[config.mk]
export PLATFORM = sky130hd
export DESIGN_NAME = imem_fetch_port
export DESIGN_NICKNAME = d
export VERILOG_FILES = /design/src/rtl/imem_fetch_port.sv
export SDC_FILE = /design/constraint.sdc
export NUM_CORES = 2
export LEC_CHECK = 0
export CELL_PAD_IN_SITES_DETAIL_PLACEMENT = 1
export CELL_PAD_IN_SITES_GLOBAL_PLACEMENT = 2
export CORE_MARGIN = 1.5
export CORE_UTILIZATION = 49
export CTS_BUF_LIST = sky130_fd_sc_hd__clkbuf_8
export DETAILED_ROUTE_END_ITERATION = 12
export MAX_ROUTING_LAYER = met4
export PLACE_DENSITY = 0.86
export SYNTH_ARGS = -nofsm -noshare
export SYNTH_HDL_FRONTEND = slang
export SYNTH_SLANG_ARGS = --single-unit
export TNS_END_PERCENT = 20
[constraint.sdc]
create_clock -name clk -period 2.49 [get_ports clk]
set_input_delay 0.498 -clock clk [delete_from_list [all_inputs] [get_ports clk]]
set_output_delay 0.498 -clock clk [all_outputs]
set_load 0.01 [all_outputs]
[src/rtl/imem_fetch_port.sv]
// Instruction memory with valid/ready fetch channel, LAT-stage response pipe.
// Optional per-word even parity: define IMEM_PARITY_EN.
module imem_fetch_port #(
  parameter int ADDR_W = 32,
  parameter int DATA_W = 32,
  parameter int DEPTH  = 64,
  parameter int LAT    = 1,
  parameter logic [DATA_W-1:0] RESET_WORD = 32'h00000013
) (
  input  logic              clk,
  input  logic              reset_n,
  input  logic              req_valid,
  output logic              req_ready,
  input  logic [ADDR_W-1:0] req_addr,
  output logic              rsp_valid,
  input  logic              rsp_ready,
  output logic [DATA_W-1:0] rsp_data,
  output logic [2:0]        rsp_fault,
  input  logic              wr_en,
  input  logic [ADDR_W-1:0] wr_addr,
  input  logic [DATA_W-1:0] wr_data
);

  localparam int IW = ADDR_W - 2;
  localparam int MW = (DEPTH > 1) ? $clog2(DEPTH) : 1;
  localparam logic [IW-1:0] LIM = IW'(DEPTH);

  if (LAT < 1 || LAT > 3) begin : g_lat_bad
    $error("imem_fetch_port: LAT must be in 1..3");
  end

  typedef struct packed {
    logic              v;
    logic [2:0]        f;
    logic [DATA_W-1:0] d;
  } stg_t;

  logic [DATA_W-1:0] mem [DEPTH];
  stg_t              stg [LAT];

  logic [IW-1:0]     ridx;
  logic [IW-1:0]     widx;
  logic [MW-1:0]     ra;
  logic [MW-1:0]     wa;
  logic              r_in;
  logic              w_in;
  logic              stall;
  logic              accept;
  logic              perr;
  logic [DATA_W-1:0] rd_word;
  logic [2:0]        f_new;
  logic [DATA_W-1:0] d_new;
  logic              unused_wr_lsb;

  assign unused_wr_lsb = ^wr_addr[1:0];

  assign ridx = req_addr[ADDR_W-1:2];
  assign widx = wr_addr[ADDR_W-1:2];
  assign ra   = ridx[MW-1:0];
  assign wa   = widx[MW-1:0];
  assign r_in = ridx < LIM;
  assign w_in = widx < LIM;

  assign stall     = rsp_valid & ~rsp_ready;
  assign req_ready = reset_n & ~wr_en & ~stall;
  assign accept    = req_valid & req_ready;

  assign rd_word = mem[ra];

`ifdef IMEM_PARITY_EN
  logic par_mem [DEPTH];

  always_ff @(posedge clk or negedge reset_n) begin
    if (!reset_n) begin
      for (int i = 0; i < DEPTH; i++) begin
        par_mem[i] <= ^RESET_WORD;
      end
    end else if (wr_en && w_in) begin
      par_mem[wa] <= ^wr_data;
    end
  end

  // Only meaningful when the word was really read.
  assign perr = r_in & ~|req_addr[1:0]
              & (par_mem[ra] != ^rd_word);
`else
  assign perr = 1'b0;
`endif

  always_comb begin
    f_new    = 3'b000;
    f_new[0] = |req_addr[1:0];
    f_new[1] = ~r_in;
    f_new[2] = perr;
    d_new    = rd_word;
    if (|f_new[1:0]) begin
      d_new = RESET_WORD;
    end
  end

  always_ff @(posedge clk or negedge reset_n) begin
    if (!reset_n) begin
      for (int i = 0; i < DEPTH; i++) begin
        mem[i] <= RESET_WORD;
      end
    end else if (wr_en && w_in) begin
      mem[wa] <= wr_data;
    end
  end

  always_ff @(posedge clk or negedge reset_n) begin
    if (!reset_n) begin
      for (int i = 0; i < LAT; i++) begin
        stg[i] <= '{1'b0, 3'b000, RESET_WORD};
      end
    end else if (!stall) begin
      stg[0].v <= accept;
      if (accept) begin
        stg[0].f <= f_new;
        stg[0].d <= d_new;
      end
      for (int i = 1; i < LAT; i++) begin
        stg[i] <= stg[i-1];
      end
    end
  end

  assign rsp_valid = stg[LAT-1].v;
  assign rsp_data  = stg[LAT-1].d;
  assign rsp_fault = stg[LAT-1].f;

endmodule
==> results.yml <==
die:
  core_area_mm2: 0.191
  ios: 138
  die_height_um: 441
  start_util: 0.494
  die_x_um: 441
  die-area_mm2: 0.195
  num_rows: 160
logic_synthesis:
  synth_fp_nets: 6104
  synthMuxAreaShare: 0.379
  netlist_area_mm2: 0.0942
  ys_async_sr_fraction: 1.00
  synth_seq_cells: 2083
  synthSimpleGateAreaFrac: 0.0201
  synth_warnings: 0
  synth_compound_area_frac: 0.0194
  ys_seq_area_frac: 0.556
  avgSynthCellArea_um2: 15.7
  synthCells: 6003
  synth_edf_count: 0
  ys.flop_type: "dfrtp_1"
  synth_top_family_by_area: "multiplexers"
  yosysUniqueCellTypes: 56
  synth_xor_area_frac: 0
  yosys.area_share.adder: 0
grt:
  grt_pass1_vias: 65400
  grt_overflow_total: 0
  grt_max_degree: 161
  grtUsageTotal: 0.337
  grt_antenna_before_repair: 20
  grt_pass1_wl_um: 462000
cts:
  ctsLongestPathBuffers: 4
  clock_latency_ns: 1.08
  cts_tree: "built"
  cts_max_level: 5
  clk_pin_slew_ns: 0.07
  clock_sinks: 2083
  cts-buffers-inserted: 361
  root_buffer: "clkbuf_8"
placed_design:
  dp_hpwl_um: 203000
  place_area_mm2: 0.104
  place.port_buffers: 134
  gp_congestion: 0.852
detailed_routing:
  drcViolationCount: 0
  detail-route-antenna-nets: 0
  vias: 59300
  routed_wl_um: 313000
  avgRoutedWirePerCell_um: 33.5
  first_pass_iters: 5
  dr.first_iter.drc_count: 4681
  vias_per_cell: 6.36
pwr:
  irDropWorstVdd_mv: 0.505
  seqPwrFrac: 0.494
  switching_share: 0.245
  internal_power_mw: 51.8
  combPwrFrac: 0.053
  switchingPower_mw: 16.8
  clkPwrFrac: 0.453
  p_leak_nw: 54.9
  powerDensity_mw_per_mm2: 619
finish:
  fillers: 17300
  syn2layout_area_growth_pct: 17.8
  register_area_mm2: 0.0524
  nets: 6646
  drive_above_1_share: 0.595
  postLayoutCellArea_mm2: 0.111
  multiInputGateArea_mm2: 0.0396
  final_util: 0.582
sta:
  rsz0062_at_grt: "true"
  worst_pin_slew_ns: 1.08
  hold_viol: 0
  finalSetupViolCount: 1
  hold-worst-slack_ns: 0.0811
  slew_headroom: 0.282
  period_share: 1.03
  fin_ws_ns: -0.0701
  min_period_ns: 2.56
  skew_ns: 0.0608
  maxSlewViolCount: 0
  max_freq_ghz: 0.391
critical_path:
  critPathMaxStageDelay_ns: 0.54
  cp_common_cell: "buf_4"
  crit_chain: "dlygate4sd3_1, clkbuf_8, nor2b_1, nand2_1, o22ai_1, a211oi_1, buf_4, a2111oi_1, buf_4, a32o_1"
  crit_type: "in2reg"
  cp-start-kind: "input pin"
  cp_slowest_cell: "dlygate4sd3_1"
  required_ns: 3.47
  crit_fanout: 6
  critPathArrivalTime_ns: 3.54
  end_kind: "flip-flop"
run_status:
  violations: "negative setup slack"
  status: "finished with violations"
hold_path:
  hp-class: "in2reg"
job:
  cap_violations: 0
-- worst paths after layout --
path	to	start	slack [ns]	cells past startpoint
max	rsp_data[10]$_DFFE_PN0P_	req_addr[5]	-0.07	10
min	mem[1892]$_DFFE_PN1P_	wr_data[4]	0.08	2
max reg2reg	rsp_data[21]$_DFFE_PN0P_	rsp_valid$_DFFE_PN0N_	0.15	9
min reg2reg	mem[1844]$_DFFE_PN0P_	mem[1844]$_DFFE_PN0P_	0.50	1
max in group asynchronous	rsp_data[11]$_DFFE_PN0P_	reset_n	0.71	5
min in group asynchronous	mem[1665]$_DFFE_PN1P_	reset_n	0.36	3
-- critical path, delay by kind of cell --
| family | cells | cell delay, ns |
|---|---|---|
| AO/OA/AOI/OAI | 4 | 1.12 |
| AND/OR/NAND/NOR | 2 | 0.77 |
| buffers and inverters | 4 | 1.12 |
-- repair_timing --
| item | CTS | global route |
|---|---|---|
| hold buffers | 10 | 0 |
| buffers inserted | 3 | 0 |
| resized for setup | 61 | 6 |
| endpoints found under the hold margin | 1189 | 0 |
| setup endpoints to repair | 37 | 5 |
-- layer usage --
layer  GRT usage  part of all wire
met1       0.432              0.40
met2       0.525              0.48
met3      0.0637             0.067
met4       0.152             0.050
met5           -                 0
-- stage by stage --
stage / setup WS (ns) / instances / power (mW) / setup TNS, ns
final: -0.0701 / 9330 / 68.6 / -0.0701
after global placement: -0.915 / 8680 / 38.1 / -1477.40
after detailed placement: -0.916 / 8680 / 38.1 / -1307.39
after floorplan: -0.0333 / 6003 / 35.9 / -5.78
after global routing: -0.0318 / 9327 / 70.8 / -0.0318
after CTS: -0.186 / 9314 / 69.1 / -0.186
-- cell usage after synthesis (3+ instances only) --
| library cell | count | area, um^2 |
|---|---|---|
| a22oi_1 | 84 | 631 |
| nor4b_4 | 4 | 95.1 |
| mux4_2 | 510 | 11500 |
| nand2b_1 | 5 | 31.3 |
| nor2b_1 | 25 | 156 |
| mux2_2 | 2053 | 23100 |
| a32oi_1 | 7 | 61.3 |
| dfrtp_1 | 1888 | 47200 |
| or2_2 | 3 | 18.8 |
| o22ai_1 | 29 | 181 |
| dfstp_2 | 195 | 5120 |
| or4_1 | 3 | 22.5 |
| mux2_1 | 4 | 45.0 |
| o211ai_1 | 11 | 82.6 |
| a31oi_1 | 10 | 62.6 |
| a211oi_1 | 22 | 165 |
| a2111oi_0 | 9 | 78.8 |
| a32o_1 | 8 | 80.1 |
| and4_1 | 3 | 26.3 |
| nand3_1 | 62 | 310 |
| clkbuf_1 | 252 | 946 |
| nor2_1 | 47 | 176 |
| inv_1 | 3 | 11.3 |
| mux2i_1 | 102 | 1020 |
| and2_1 | 9 | 56.3 |
| a21oi_1 | 37 | 185 |
| nand2_1 | 167 | 627 |
| nor3_1 | 6 | 30.0 |
| o2111ai_1 | 6 | 52.6 |
| nand4_1 | 16 | 100 |
| o21ai_0 | 17 | 85.1 |
| o221ai_1 | 3 | 26.3 |
| buf_2 | 100 | 500 |
| nor3b_1 | 3 | 22.5 |
| a221oi_1 | 7 | 61.3 |
| nor4_1 | 9 | 56.3 |
| buf_1 | 257 | 965 |
-- logic make-up (layout without fill, tap and decap cells) --
group           Yosys count  after routing
flops                  2083           2083
simple gates            377            377
mux                    2669           2669
other cells               1             17
buf+inv                 614           1414
compound gates          259            259
-- sequential cells by signal (all words and copies together), names as in the netlist --
name and flops:
rsp_valid 1, mem 2048, rsp_data 32, rsp_fault 2
-- cell type report --
type                       instances  area share
inverter                           4    0.000147
clock inverter                   166     0.00723
antenna                           16    0.000361
clock buffer                     455      0.0564
tap                             2511      0.0283
multi-input combinational       3306       0.357
sequential                      2083       0.472
timing repair buffer             789      0.0782
-- cells in the final DEF (no fill, tap or decap), types with 6 or more instances in the layout --
master and n:
nor2b_1 23, and2_1 9, o211ai_1 11, mux4_2 510, nor4_1 8, nor3_1 6, dfrtp_2 14, buf_12 205
buf_2 36, a31oi_1 10, a221oi_1 7, dlygate4sd2_1 31, a22oi_1 84, a2111oi_0 7, clkbuf_8 456, nand4_1 16
mux2i_1 102, dlygate4sd3_1 10, inv_1 124, nand3_1 62, diode_2 16, o22ai_1 29, nor2_1 43, o21ai_0 17
nand2_2 63, a32oi_1 7, mux2_2 2053, a32o_1 8, dfrtp_1 1874, a21oi_1 37, clkdlybuf4s50_1 58, clkinv_2 34
nand2_1 102, a211oi_1 21, buf_4 440, o2111ai_1 6, dfstp_2 195
-- power by group through the flow --
stage | Sequential, mW | Clock, mW | Combinational, mW
global route | 33.9 | 33.0 | 3.90
floorplan | 34.5 | 0 | 1.41
finish | 33.9 | 31.1 | 3.67
detailed placement | 34.5 | 0 | 3.67
global placement | 34.5 | 0 | 3.59
CTS | 33.9 | 31.5 | 3.69
(Power assumes the default switching activity.)
